$ cat src/rtl/imem_load_ctrl_pkg.sv
// Shared types and constants for the instruction-memory loader.
package imem_load_ctrl_pkg;

  typedef enum logic [2:0] {
    S_IDLE,
    S_LEN,
    S_DATA,
    S_DONE,
    S_ERR
  } state_t;

  localparam int IMEM_ADDR_W = 12;
  localparam int IMEM_WORDS  = 4096;
  localparam int LOADER_BASE = 4068;

endpackage

$ cat src/rtl/imem_byte_packer.sv
// Little-endian byte-to-word assembler shared by the length and data phases.
module imem_byte_packer (
  input  logic        clk,
  input  logic        rst,
  input  logic        clear,
  input  logic        byte_valid,
  input  logic [7:0]  byte_data,
  output logic        word_valid,
  output logic [31:0] word
);

  logic [1:0]  byte_cnt;
  logic [23:0] low_bytes;

  // The 4th byte completes the word combinationally so the consumer can act in the same cycle.
  assign word_valid = byte_valid && !clear && (byte_cnt == 2'd3);
  assign word       = {byte_data, low_bytes};

  always_ff @(posedge clk or negedge rst) begin
    if (!rst) begin
      byte_cnt <= 2'd0;
    end else if (clear) begin
      byte_cnt <= 2'd0;
    end else if (byte_valid) begin
      byte_cnt <= byte_cnt + 2'd1;
    end
  end

  always_ff @(posedge clk) begin
    if (byte_valid && !clear) begin
      low_bytes <= {byte_data, low_bytes[23:8]};
    end
  end

endmodule

$ cat src/rtl/imem_load_ctrl.sv
// Loads a UART program image into instruction memory and arbitrates the imem
// write port between the loader and core stores.
module imem_load_ctrl
  import imem_load_ctrl_pkg::*;
#(
  parameter int ADDR_W    = IMEM_ADDR_W,
  parameter int BASE_ADDR = 0,
  parameter int MAX_WORDS = 4068
) (
  input  logic              clk,
  input  logic              rst,
  input  logic              start,
  input  logic              rx_valid,
  input  logic [7:0]        rx_data,
  output logic              rx_ready,
  input  logic              st_req,
  input  logic [ADDR_W-1:0] st_addr,
  input  logic [31:0]       st_data,
  output logic              st_gnt,
  output logic              wr_en,
  output logic [ADDR_W-1:0] wr_addr,
  output logic [31:0]       wr_data,
  output logic              core_stall,
  output logic              busy,
  output logic              done,
  output logic              err,
  output logic [ADDR_W:0]   words_loaded
);

  if (BASE_ADDR + MAX_WORDS > LOADER_BASE) begin : g_bad_window
    $error("imem_load_ctrl: BASE_ADDR+MAX_WORDS would overwrite the boot loader");
  end

  state_t          state, state_nx;
  logic [ADDR_W:0] len;
  logic [ADDR_W:0] wl_inc;
  logic            ld_wr;
  logic            last_wr;
  logic            pk_clear;
  logic            byte_valid;
  logic            word_valid;
  logic [31:0]     word;
  logic            start_acc;
  logic            len_fire;
  logic            len_zero;
  logic            len_over;
  logic            ld_fire;
  logic            ld_last;

  imem_byte_packer u_packer (
    .clk        (clk),
    .rst        (rst),
    .clear      (pk_clear),
    .byte_valid (byte_valid),
    .byte_data  (rx_data),
    .word_valid (word_valid),
    .word       (word)
  );

  assign wl_inc     = words_loaded + 1'b1;
  assign byte_valid = rx_valid && rx_ready;
  assign busy       = (state == S_LEN) || (state == S_DATA);
  // The final loader write lands after the FSM has left DATA; keep the core frozen through it.
  assign core_stall = busy || ld_wr;
  assign st_gnt     = st_req && !busy && !ld_wr;

  always_comb begin
    state_nx  = state;
    rx_ready  = 1'b0;
    pk_clear  = 1'b0;
    start_acc = 1'b0;
    len_fire  = 1'b0;
    len_zero  = 1'b0;
    len_over  = 1'b0;
    ld_fire   = 1'b0;
    ld_last   = 1'b0;
    case (state)
      S_LEN: begin
        rx_ready = 1'b1;
        if (word_valid) begin
          len_fire = 1'b1;
          // Full 32-bit compare: a huge count must not alias to a small one.
          if (word == 32'd0) begin
            len_zero = 1'b1;
            state_nx = S_DONE;
          end else if (word > 32'(MAX_WORDS)) begin
            len_over = 1'b1;
            state_nx = S_ERR;
          end else begin
            state_nx = S_DATA;
          end
        end
      end
      S_DATA: begin
        rx_ready = 1'b1;
        if (word_valid) begin
          ld_fire = 1'b1;
          if (wl_inc == len) begin
            ld_last  = 1'b1;
            state_nx = S_DONE;
          end
        end
      end
      default: begin
        if (start) begin
          start_acc = 1'b1;
          pk_clear  = 1'b1;
          state_nx  = S_LEN;
        end
      end
    endcase
  end

  always_ff @(posedge clk or negedge rst) begin
    if (!rst) begin
      state        <= S_IDLE;
      len          <= '0;
      words_loaded <= '0;
      err          <= 1'b0;
      ld_wr        <= 1'b0;
      last_wr      <= 1'b0;
      done         <= 1'b0;
      wr_en        <= 1'b0;
      wr_addr      <= '0;
      wr_data      <= '0;
    end else begin
      state   <= state_nx;
      ld_wr   <= ld_fire;
      last_wr <= ld_last;
      done    <= len_zero || last_wr;
      wr_en   <= ld_fire || st_gnt;
      if (start_acc) begin
        err          <= 1'b0;
        words_loaded <= '0;
      end
      if (len_fire) begin
        len <= word[ADDR_W:0];
      end
      if (len_over) begin
        err <= 1'b1;
      end
      if (ld_fire) begin
        words_loaded <= wl_inc;
        wr_addr      <= ADDR_W'(BASE_ADDR) + words_loaded[ADDR_W-1:0];
        wr_data      <= word;
      end else if (st_gnt) begin
        wr_addr <= st_addr;
        wr_data <= st_data;
      end
    end
  end

endmodule
$ cat config.mk
export PLATFORM = sky130hd
export DESIGN_NAME = imem_load_ctrl
export DESIGN_NICKNAME = d
export VERILOG_FILES = /design/src/rtl/imem_load_ctrl_pkg.sv /design/src/rtl/imem_byte_packer.sv /design/src/rtl/imem_load_ctrl.sv
export SDC_FILE = /design/constraint.sdc
export NUM_CORES = 1
export LEC_CHECK = 0
export ABC_AREA = 0
export CELL_PAD_IN_SITES_DETAIL_PLACEMENT = 1
export CELL_PAD_IN_SITES_GLOBAL_PLACEMENT = 1
export CORE_MARGIN = 2
export CORE_UTILIZATION = 25
export DETAILED_ROUTE_END_ITERATION = 8
export MAX_ROUTING_LAYER = met4
export PLACE_DENSITY = 0.58
export SYNTH_ARGS = -nofsm -noshare
export SYNTH_HDL_FRONTEND = slang
export SYNTH_SLANG_ARGS = --single-unit
$ cat constraint.sdc
create_clock -name clk -period 4.4 [get_ports clk]
set_input_delay 1.32 -clock clk [delete_from_list [all_inputs] [get_ports clk]]
set_output_delay 1.32 -clock clk [all_outputs]
set_load 0.01 [all_outputs]
; ---- Yosys cells after proc, flatten, opt, wreduce, memory -nomap -nowiden
; Index checks and enable logic that the tools add are counted.
[word_totals]
inputBits = 57
output_inout_bits = 64
ff_bits = 104
mem_bits_ro = 0
latchBits = 0
mem_count = 0
elab_cells = 75
ramBits = 0
[classes]
n_eq_ne = 7
reduce_logical = 20
n_shift = 0
magnitude_cmp = 1
n_div = 0
addsub = 2
mul = 0
muxes = 33
bitwise_logic = 0
[ops]
columns = op, n
row1 = $mux 32, 2
row2 = $gt 32x12->1 const B, 1
row3 = $logic_not 32->1, 1
row4 = $mux 13, 2
row5 = $mux 12, 2
row6 = $mux 1, 18
row7 = $mux 3, 6
row8 = $add 13x1->13 const B, 1
row9 = $eq 13x13->1, 1
row10 = $reduce_bool 2->1, 4
row11 = $ne 2x1->1 const B, 3
row12 = $pmux 3 s2, 1
row13 = $logic_and 1x1->1, 5
row14 = $logic_or 1x1->1, 4
row15 = $mux 2, 2
row16 = $reduce_and 4->1, 1
row17 = $eq 3x1->1 const B, 1
row18 = $eq 3x2->1 const B, 1
row19 = $logic_not 1->1, 3
row20 = $reduce_bool 3->1, 1
row21 = $add 2x1->2 const B, 1
row22 = $eq 2x2->1 const B, 1
row23 = $reduce_or 2->1, 1

; ---- Depth between registers and ports, before layout
; Gate-level depths: netlist (run 1).
[logic_depth]
depth_word = 9
ltp_mapped = 8
depth_no_buf = 7

; ---- Modules after synthesis
; A second synthesis (run 1) with hierarchy kept.
[unflattened]
hier_cells = 440
hier_area_um2 = 4873.4
[by_module_without_submodules]
columns = module, area_each_um2, seq_area_each_um2, instances, cells_each
row1 = imem_load_ctrl, 3983.8, 1951.9, 1, 399
row2 = imem_byte_packer, 889.6, 770.7, 1, 41

; ---- Worst setup path after synthesis (run 1)
; No wires, ideal clock.
[synth_timing]
kind = input to register
from = input rx_valid
to = register state[1]
setup_ns = 0.083
setup_slack_ns = 0.547
arrival_ns = 3.771
cell_stages = 6
cell_sequence = inv_1 -> nor3_1 -> nand2_1 -> nand2_1 -> a31oi_1 -> o21ai_0
[synth_between]
elab_chain_len = 5
[synth_rtl]
columns = element, line_no
row1 = from (decl), imem_load_ctrl.sv:13  ; input logic rx_valid,
row2 = $logic_and 1x1->1 *, imem_load_ctrl.sv:61  ; assign byte_valid = rx_valid && rx_ready;
row3 = $logic_and 1x1->1 * (2 in a row), imem_byte_packer.sv:16  ; assign word_valid = byte_valid && !clear && (byte_cnt == 2'd3);
row4 = $ne 2x1->1 (no line), -
row5 = $reduce_and 4->1 (no line) *, -
row6 = to (signal assigned), imem_load_ctrl.sv:127  ; state <= state_nx;
row7 = to (decl), imem_load_ctrl.sv:34  ; state_t state, state_nx;
; Every way passes the cells marked *; elsewhere a longest branch is shown, timed or not.
; A chain may end at the register's enable or synchronous reset.

; ---- Worst setup path in the final report (run 1)
[layout_timing]
from = input st_req
to = output st_gnt
[layout_between]
elab_chain_len = 2
[layout_rtl]
columns = element, line_no
row1 = from (decl), imem_load_ctrl.sv:16  ; input logic st_req,
row2 = $logic_and 1x1->1 (2 in a row), imem_load_ctrl.sv:65  ; assign st_gnt = st_req && !busy && !ld_wr;
row3 = to (decl), imem_load_ctrl.sv:19  ; output logic st_gnt,
; Every way passes these cells.

==> results.sh, run 1 <==
export IMPL_finalPower_mw=3.74
export IMPL_synth_area_um2=4630
export IMPL_num_vias=3740
export IMPL_routed_via_density=4.82
export IMPL_die_w_um=140
export IMPL_post_drt_wl_per_cell_um=18.3
export IMPL_crit_family="buffers and inverters"
export IMPL_drt_pass1_iter_count=6
export IMPL_drv_slew=0
export IMPL_gr_total_overflow=0
export IMPL_root_buffer="clkbuf_16"
export IMPL_tightestPinTransition_ns=1.08
export IMPL_path_max_fanout=2
export IMPL_p_leak_nw=2.68
export IMPL_synth_nets=489
export IMPL_areaGrowthSynthToFinish_pct=37.1
export IMPL_cts_max_level=3
export IMPL_violations="DRC"
export IMPL_power_share_clock_pct=21.9
export IMPL_rows=49
export IMPL_p_per_area_nw_per_um2=589
export IMPL_post_cts_resized=0
export IMPL_place_gp_congestion=0.786
export IMPL_status="finished with violations"
export IMPL_postSynthAreaPerCell_um2=10.8
export IMPL_start_util_pct=25.6
export IMPL_grt_pass1_wl_um=22700
export IMPL_ys_ff_latch=104
export IMPL_antenna_found_initial=0
export IMPL_postCtsHoldBufs=0
export IMPL_grt_pass1_vias=4049
export IMPL_synthCells=430
export IMPL_rsz0062_at_grt="false"
export IMPL_synth_seq_area_share_pct=58.8
export IMPL_crit_chain="clkdlybuf4s50_1 -> nor3b_2 -> clkdlybuf4s50_1"
export IMPL_track_usage_pct=15.3
export IMPL_final_common_cell="clkdlybuf4s50_1"
export IMPL_drtIter0Drc=154
export IMPL_clk_pin_slew_worst_paths_ns=0.07
export IMPL_tns_ns=0
export IMPL_nNetsFinal=601
export IMPL_post_cts_buffers=0
export IMPL_yosys_warnings=0
export IMPL_die_area_um2=19600
export IMPL_p_sw_share_pct=33.5
export IMPL_pwr_share_seq_pct=42.5
export IMPL_finalClockSkew_ns=0.00575
export IMPL_totalWireLength_um=14200
export IMPL_synth_edff_count=24
export IMPL_cts_buffers=9
export IMPL_grt_max_degree=81
export IMPL_port_buffers=120
export IMPL_final_cell_mix="clkdlybuf4s50_1, nand2_1, dfrtp_1"
export IMPL_p_switching_mw=1.25
export IMPL_slowest_delay_ns=0.60
export IMPL_io_pins=121
export IMPL_dp_hpwl_um=10000
export IMPL_critPathMostFrequentCell="clkdlybuf4s50_1"
export IMPL_crit_path_start_kind="input port"
export IMPL_worst_setup_path_end_kind="output pin"
export IMPL_setup_viol=0
export IMPL_synth_cell_types=48
export IMPL_hold_path_class="flip-flop to flip-flop"
export IMPL_peakVddDrop_mv=0.205
export IMPL_coreArea_um2=18100
export IMPL_finalHoldViolCount=0
export IMPL_slew_headroom_pct=28.2
export IMPL_drive_gt1_share_pct=8.59
export IMPL_p_int_mw=2.49
export IMPL_cp_arrival_ns=2.68
export IMPL_diodes=0
export IMPL_path_buf_inv=2
export IMPL_clock_latency_ns=0.35
export IMPL_clockBufferDepth=2
export IMPL_min_period_ns=4.00
export IMPL_drtAntennaViolNets=0
export IMPL_worst_path_max_delay_cell="clkdlybuf4s50_1"
export IMPL_drv_cap=0
export IMPL_synth_ff_type="dfrtp_1"
export IMPL_clock_sinks=104
export IMPL_die_height_um=140
export IMPL_combPwrFrac_pct=35.6
export IMPL_synthArstFlopShare_pct=76.9
export IMPL_clock_fmax_mhz=250
export IMPL_crit_required_ns=3.08
export IMPL_crit_type="input port to output pin"
export IMPL_drc=7
export IMPL_hold_ws_ns=0.460
export IMPL_fin_crit_sh_pct=90.8
export IMPL_tritoncts="built"
per-stage QoR:
step	cells	cell area, um2	util [%]	worst slack, ns
floorplan	430	4630	-	0.547
global placement	760	6050	33.5	0.311
detailed placement	760	6050	33.5	0.303
CTS	776	6350	35.1	0.303
global route	776	6350	35.1	0.301
finish	776	6350	35.1	0.404
layout make-up:
class                           instances  area [um2]
Clock buffer                           10         239
Clock inverter                          6        58.8
Fill cell                            1990       11700
Timing Repair Buffer                  126        1240
Inverter                                6        22.5
Tap cell                              229         287
Sequential cell                       104        2720
Multi-Input combinational cell        295        1780
cells in the mapped netlist (2+ instances only):
library cell | number | share of area [%]
nand2_1 | 104 | 8.4
dfrtp_1 | 80 | 43
a22oi_1 | 43 | 7.0
o21ai_0 | 25 | 2.7
edfxtp_1 | 24 | 16
buf_2 | 15 | 1.6
nor2_1 | 15 | 1.2
xnor2_1 | 13 | 2.5
mux2_2 | 12 | 2.9
nand3_1 | 7 | 0.76
nor4_1 | 7 | 0.95
nand4_1 | 6 | 0.81
inv_1 | 5 | 0.41
nor3_1 | 5 | 0.54
o31ai_1 | 5 | 0.81
xor2_1 | 5 | 0.95
a21o_1 | 4 | 0.65
a31oi_1 | 4 | 0.54
and2_1 | 4 | 0.54
clkbuf_1 | 4 | 0.32
and3_1 | 3 | 0.41
buf_4 | 3 | 0.49
nor2b_1 | 3 | 0.41
a211oi_1 | 2 | 0.32
and3_2 | 2 | 0.32
clkbuf_2 | 2 | 0.22
ha_1 | 2 | 0.54
mux2i_1 | 2 | 0.43
nor3b_1 | 2 | 0.32
nor4_2 | 2 | 0.54
o311ai_1 | 2 | 0.38
o41ai_1 | 2 | 0.38
layer usage:
metal / global-route usage, % / vias to the layer above / wire (um)
met5: - / - / 0
met4: 4.73 / 0 / 217
met3: 3.28 / 17 / 651
met2: 25.8 / 88 / 7090
met1: 18.3 / 1875 / 6280
li1: - / 1760 / -
kinds of logic (layout without fill, tap and decap cells):
logic type	Yosys count	count (layout)	synth area share (%)
AO/OA/AOI/OAI	91	91	13.3
XOR/XNOR	19	19	3.75
adder cells (fa/ha/maj)	2	2	0.540
buffers and inverters	31	148	3.21
flip-flops	104	104	58.8
multiplexers	14	14	3.35
AND/OR/NAND/NOR	169	169	17.1
registers in the layout (all words and copies together) (netlist names):
signal              cells
done                    1
err                     1
last_wr                 1
ld_wr                   1
len                    13
state                   3
u_packer.byte_cnt       2
u_packer.low_bytes     24
words_loaded           13
wr_addr                12
wr_data                32
wr_en                   1
power by group through the flow:
stage / Clock (mW) / Sequential, mW / Combinational (mW)
2_1_floorplan: 0 / 1.64 / 0.589
3_3_place_gp: 0 / 1.60 / 1.32
3_5_place_dp: 0 / 1.61 / 1.36
4_1_cts: 0.848 / 1.60 / 1.37
5_1_grt: 0.885 / 1.64 / 1.47
6_report: 0.820 / 1.59 / 1.33
final timing paths:
check	end	slack, ns	cells past startpoint	start
worst max-delay path	st_gnt	0.40	3	st_req
worst min-delay path	done	0.46	1	last_wr
worst max register to register	wr_data[27]	1.78	8	state[1]
worst min register to register	done	0.46	1	last_wr
max in group asynchronous	wr_data[23]	2.55	1	rst
min in group asynchronous	wr_addr[0]	1.17	1	rst
Note: power is estimated with default switching activity, not from simulation.
==> inputs of run 2 (changes only) <==
- clock period: 4.4 -> 4.2 ns (I/O delays scaled with it)
==> run 2 against run 1 <==
Net effect:
- highest routed layer unchanged
- largest cell class unchanged
- setup slack got worse by 0.082 ns
- the run still ends with DRC left
- register-to-register slack lost 0.08 ns
- sequential cell count did not move
- critical path type unchanged
- critical endpoint unchanged
==> results.sh, run 2 (synthesized netlist as in run 1, its figures left out) <==
export IMPL_status="finished with violations"
export IMPL_violations="DRC"
export IMPL_cp_arrival_ns=2.62
export IMPL_grt_max_degree=81
export IMPL_die_height_um=140
export IMPL_antenna_found_initial=0
export IMPL_dpl_instance_area_um2=6060
export IMPL_setup_viol=0
export IMPL_worst_path_max_delay_cell="clkdlybuf4s50_1"
export IMPL_slew_headroom_pct=27.6
export IMPL_drc=7
export IMPL_diodes=0
export IMPL_critPathMostFrequentCell="clkdlybuf4s50_1"
export IMPL_seq_area_um2=2720
export IMPL_cts_max_level=3
export IMPL_finalClockSkew_ns=0.00624
export IMPL_p_switching_mw=1.33
export IMPL_drtAntennaViolNets=0
export IMPL_routed_via_density=4.78
export IMPL_tightestPinTransition_ns=1.09
export IMPL_drv_cap=0
export IMPL_design_area_um2=6350
export IMPL_grt_pass1_wl_um=22400
export IMPL_gr_total_overflow=0
export IMPL_crit_path_start_kind="input port"
export IMPL_clock_sinks=104
export IMPL_nNetsFinal=602
export IMPL_cts_buffers=9
export IMPL_critical_path_cell_count=3
export IMPL_clk_pin_slew_worst_paths_ns=0.07
export IMPL_path_max_fanout=2
export IMPL_tns_ns=0
export IMPL_port_buffers=120
export IMPL_crit_type="input port to output pin"
export IMPL_die_w_um=140
export IMPL_top_regs="wr_data: 32 flops, u_packer.low_bytes: 24 flops"
export IMPL_p_int_mw=2.60
export IMPL_root_buffer="clkbuf_16"
export IMPL_final_common_cell="clkdlybuf4s50_1"
export IMPL_drv_slew=0
export IMPL_multi_input_area_um2=1780
export IMPL_hold_path_class="flip-flop to flip-flop"
export IMPL_crit_required_ns=2.94
export IMPL_final_cell_mix="clkdlybuf4s50_1, nand2_1, dfrtp_1"
export IMPL_top_register="wr_data"
export IMPL_areaGrowthSynthToFinish_pct=37.2
export IMPL_crit_family="buffers and inverters"
export IMPL_instances_no_fill=777
export IMPL_n_fill_cell=2000
export IMPL_fin_crit_sh_pct=92.3
export IMPL_post_cts_buffers=0
export IMPL_drive_gt1_share_pct=8.94
export IMPL_dp_hpwl_um=10100
export IMPL_totalWireLength_um=14100
export IMPL_peakVddDrop_mv=0.235
export IMPL_io_pins=121
export IMPL_drt_pass1_iter_count=9
export IMPL_clock_latency_ns=0.35
export IMPL_drtIter0Drc=198
export IMPL_min_period_ns=3.88
export IMPL_place_gp_congestion=0.766
export IMPL_coreArea_um2=18100
export IMPL_p_leak_nw=2.69
export IMPL_num_vias=3717
export IMPL_post_drt_wl_per_cell_um=18.2
export IMPL_postCtsHoldBufs=0
export IMPL_path_buf_inv=2
export IMPL_clock_fmax_mhz=258
export IMPL_p_sw_share_pct=33.8
export IMPL_post_cts_resized=0
export IMPL_crit_chain="clkdlybuf4s50_1 -> nor3b_2 -> clkdlybuf4s50_1"
export IMPL_grt_pass1_vias=3991
export IMPL_rows=49
export IMPL_r2r_cells=8
export IMPL_min_path_cells=1
export IMPL_tritoncts="built"
export IMPL_power_share_clock_pct=22.0
export IMPL_finalHoldViolCount=0
export IMPL_worst_setup_path_end_kind="output pin"
export IMPL_largest_register_ffs=32
export IMPL_dp_cells=761
export IMPL_pwr_share_seq_pct=42.4
export IMPL_combPwrFrac_pct=35.6
export IMPL_rsz0062_at_grt="false"
export IMPL_start_util_pct=25.6
export IMPL_track_usage_pct=15.1
export IMPL_slowest_delay_ns=0.60
export IMPL_die_area_um2=19600
export IMPL_p_per_area_nw_per_um2=619
export IMPL_clockBufferDepth=2
==> run 2: cell types whose count changed in the layout (fill, tap and decap cells not counted) <==
cell,delta
clkinv_1,-1
clkbuf_8,-1
clkinvlp_4,-1
buf_4,+1
clkinv_2,+1
inv_6,+2
==> run 2: final timing paths <==
| kind | from | end | slack [ns] |
|---|---|---|---|
| hold reg to reg | last_wr | done | 0.47 |
| hold / removal | last_wr | done | 0.47 |
| min in group asynchronous | rst | wr_addr[0] | 1.10 |
| setup / recovery | st_req | st_gnt | 0.32 |
| setup reg to reg | state[1] | wr_data[28] | 1.70 |
| max in group asynchronous | rst | wr_data[8] | 2.40 |
==> run 2: metal layers <==
metal	global-route usage, %	up-vias	routed length (um)
met5	-	-	0
met4	5.00	0	193
met3	3.42	13	630
met2	24.7	86	6920
met1	18.8	1856	6350
li1	-	1762	-
==> run 2: per-stage QoR <==
step	hold slack, ns	total power [mW]	utilization [%]	worst slack (ns)
CTS	0.472	4.00	35.1	0.228
global route	0.475	4.19	35.1	0.248
floorplan	0.404	2.33	-	0.407
finish	0.466	3.93	35.1	0.322
detailed placement	0.459	3.12	33.5	0.238
global placement	0.455	3.07	33.5	0.244
==> run 2: power by group through the flow <==
| stage | sequential, mW | combinational, mW | clock [mW] |
|---|---|---|---|
| 5_1_grt | 1.71 | 1.54 | 0.928 |
| 3_5_place_dp | 1.69 | 1.43 | 0 |
| 6_report | 1.66 | 1.40 | 0.865 |
| 4_1_cts | 1.68 | 1.44 | 0.889 |
| 3_3_place_gp | 1.68 | 1.39 | 0 |
| 2_1_floorplan | 1.72 | 0.617 | 0 |
==> run 2: area by class of cell <==
cell class | instances | share of cell area, %
timing repair buffer | 127 | 19.7
sequential | 104 | 42.9
tap | 229 | 4.51
clock inverter | 7 | 1.10
inverter | 6 | 0.354
clock buffer | 9 | 3.54
multi-input combinational | 295 | 27.9
==> inputs of run 3 (changes only) <==
- GPL_TIMING_DRIVEN: default -> 0
- PLACE_DENSITY: 0.58 -> 0.6
==> run 3 against run 2 <==
Net effect:
- critical endpoint unchanged
- critical path type unchanged
- sequential cell count unchanged
- largest cell class unchanged
- fmax down 2.5%
- the run still ends with DRC left
- sequential share of layout area down 1.2 points
==> results.sh, run 3 (synthesized netlist as in run 1, its figures left out) <==
export IMPL_clk_pin_slew_worst_paths_ns=0.07
export IMPL_track_usage_pct=16.3
export IMPL_combPwrFrac_pct=35.4
export IMPL_dp_hpwl_um=11300
export IMPL_die_height_um=140
export IMPL_tightestPinTransition_ns=0.644
export IMPL_dr_wl_met2_um=7360
export IMPL_cp_arrival_ns=2.72
export IMPL_clock_sinks=104
export IMPL_wl_met1_um=6330
export IMPL_rows=49
export IMPL_crit_required_ns=2.94
export IMPL_slew_headroom_pct=57.1
export IMPL_worst_path_max_delay_cell="clkdlybuf4s50_1"
export IMPL_status="finished with violations"
export IMPL_clockBufferDepth=2
export IMPL_finalHoldViolCount=0
export IMPL_crit_type="input port to output pin"
export IMPL_r2r_cells=7
export IMPL_crit_family="buffers and inverters"
export IMPL_place_gp_congestion=0.790
export IMPL_grt_pass1_vias=4276
export IMPL_fin_crit_sh_pct=94.7
export IMPL_largest_register_ffs=32
export IMPL_path_max_fanout=11
export IMPL_p_per_area_nw_per_um2=630
export IMPL_drc=5
export IMPL_worst_setup_path_end_kind="output pin"
export IMPL_hold_path_class="flip-flop to flip-flop"
export IMPL_dr_max_layer_used="met4"
export IMPL_dr_wl_met3_um=1020
export IMPL_path_buf_inv=3
export IMPL_start_util_pct=25.6
export IMPL_drv_cap=0
export IMPL_crit_path_start_kind="input port"
export IMPL_routed_via_density=4.84
export IMPL_tritoncts="built"
export IMPL_post_drt_wl_per_cell_um=18.7
export IMPL_finalPower_mw=4.12
export IMPL_p_leak_nw=2.80
export IMPL_rsz0062_at_grt="false"
export IMPL_drive_gt1_share_pct=11.4
export IMPL_port_buffers=120
export IMPL_cts_buffers=9
export IMPL_peakVddDrop_mv=0.235
export IMPL_pwr_share_seq_pct=40.5
export IMPL_io_pins=121
export IMPL_critPathMostFrequentCell="clkdlybuf4s50_1"
export IMPL_p_sw_share_pct=32.9
export IMPL_cts_max_level=3
export IMPL_violations="DRC"
export IMPL_grt_max_degree=52
export IMPL_critical_path_cell_count=4
export IMPL_final_cell_mix="clkdlybuf4s50_1, nand2_1, dfrtp_1"
export IMPL_top_register="wr_data"
export IMPL_areaGrowthSynthToFinish_pct=41.0
export IMPL_totalWireLength_um=14900
export IMPL_diodes=0
export IMPL_final_common_cell="clkdlybuf4s50_1"
export IMPL_p_switching_mw=1.35
export IMPL_setup_viol=0
export IMPL_finalClockSkew_ns=0.0111
export IMPL_hold_ws_ns=0.458
export IMPL_die_w_um=140
export IMPL_drt_pass1_iter_count=8
export IMPL_power_share_clock_pct=24.1
export IMPL_drtAntennaViolNets=0
export IMPL_worst_slack_ns=0.221
export IMPL_root_buffer="clkbuf_16"
export IMPL_grt_pass1_wl_um=24100
export IMPL_antenna_found_initial=0
export IMPL_crit_chain="clkdlybuf4s50_1 -> nor3b_1 -> buf_4 -> clkdlybuf4s50_1"
export IMPL_nNetsFinal=623
export IMPL_coreArea_um2=18100
export IMPL_p_int_mw=2.76
export IMPL_die_area_um2=19600
export IMPL_min_path_cells=1
export IMPL_dp_slack_ns=-0.218
export IMPL_gr_total_overflow=0
export IMPL_clock_fmax_mhz=251
export IMPL_slowest_delay_ns=0.57
export IMPL_postCtsHoldBufs=0
export IMPL_clock_latency_ns=0.36
export IMPL_top_regs="wr_data: 32 flops, u_packer.low_bytes: 24 flops"
export IMPL_drv_slew=0
export IMPL_num_vias=3862
export IMPL_drtIter0Drc=160
export IMPL_min_period_ns=3.98
run 3: cell count changes in the layout (fill, tap and decap cells not counted), sizes merged:
cell,previous run,this run
bufinv,1,3
buf,8,23
clkbuf,9,15
clkinv,4,1
clkinvlp,0,1
run 3: worst paths after layout:
path	to	slack (ns)	startpoint
max	st_gnt	0.22	st_req
min	done	0.46	last_wr
max reg2reg	state[0]	1.86	words_loaded[0]
min reg2reg	done	0.46	last_wr
max in group asynchronous	wr_data[27]	2.76	rst
min in group asynchronous	words_loaded[8]	0.84	rst
run 3: worst reg2reg max path, cell delays in order (launching register included):
cell     delay [ns]
dfrtp_1        0.52
ha_1           0.37
and3_4         0.26
nand4_1        0.20
xnor2_1        0.22
nor4_2         0.28
nand4_1        0.17
a31oi_1        0.23
run 3: metrics by stage:
step           TNS, ns  utilization (%)  instance area [um2]  std cells
3_3_place_gp   -123.89             33.8                 6120        779
5_1_grt              0             36.1                 6530        798
2_1_floorplan        0                -                 4630        430
4_1_cts              0             36.1                 6540        799
3_5_place_dp    -0.218             34.1                 6180        782
6_report             0             36.1                 6530        798
run 3: cell type report:
class | instances | area [um2]
Buffer | 24 | 124
Clock buffer | 9 | 225
Clock inverter | 7 | 126
Fill cell | 2002 | 11600
Inverter | 6 | 22.5
Multi-Input combinational cell | 295 | 1770
Sequential cell | 104 | 2720
Tap cell | 229 | 287
Timing Repair Buffer | 124 | 1260
run 3: power by group through the flow:
stage               sequential (mW)  combinational, mW  clock [mW]
finish                         1.67               1.46       0.993
global route                   1.73               1.60        1.05
CTS                            1.68               1.49        1.02
detailed placement             1.69               1.47           0
global placement               1.69               1.40           0
floorplan                      1.72              0.617           0
run 3: per-layer routing:
metal,track usage (%),up-vias
met5,-,-
met4,4.41,0
met3,5.50,14
met2,27.1,111
met1,18.9,1943
li1,-,1794
run 3: repair_timing:
action,4_1_cts,5_1_grt
endpoints found under the setup margin,1,1
resized for setup,1,0
setup buffers,1,0
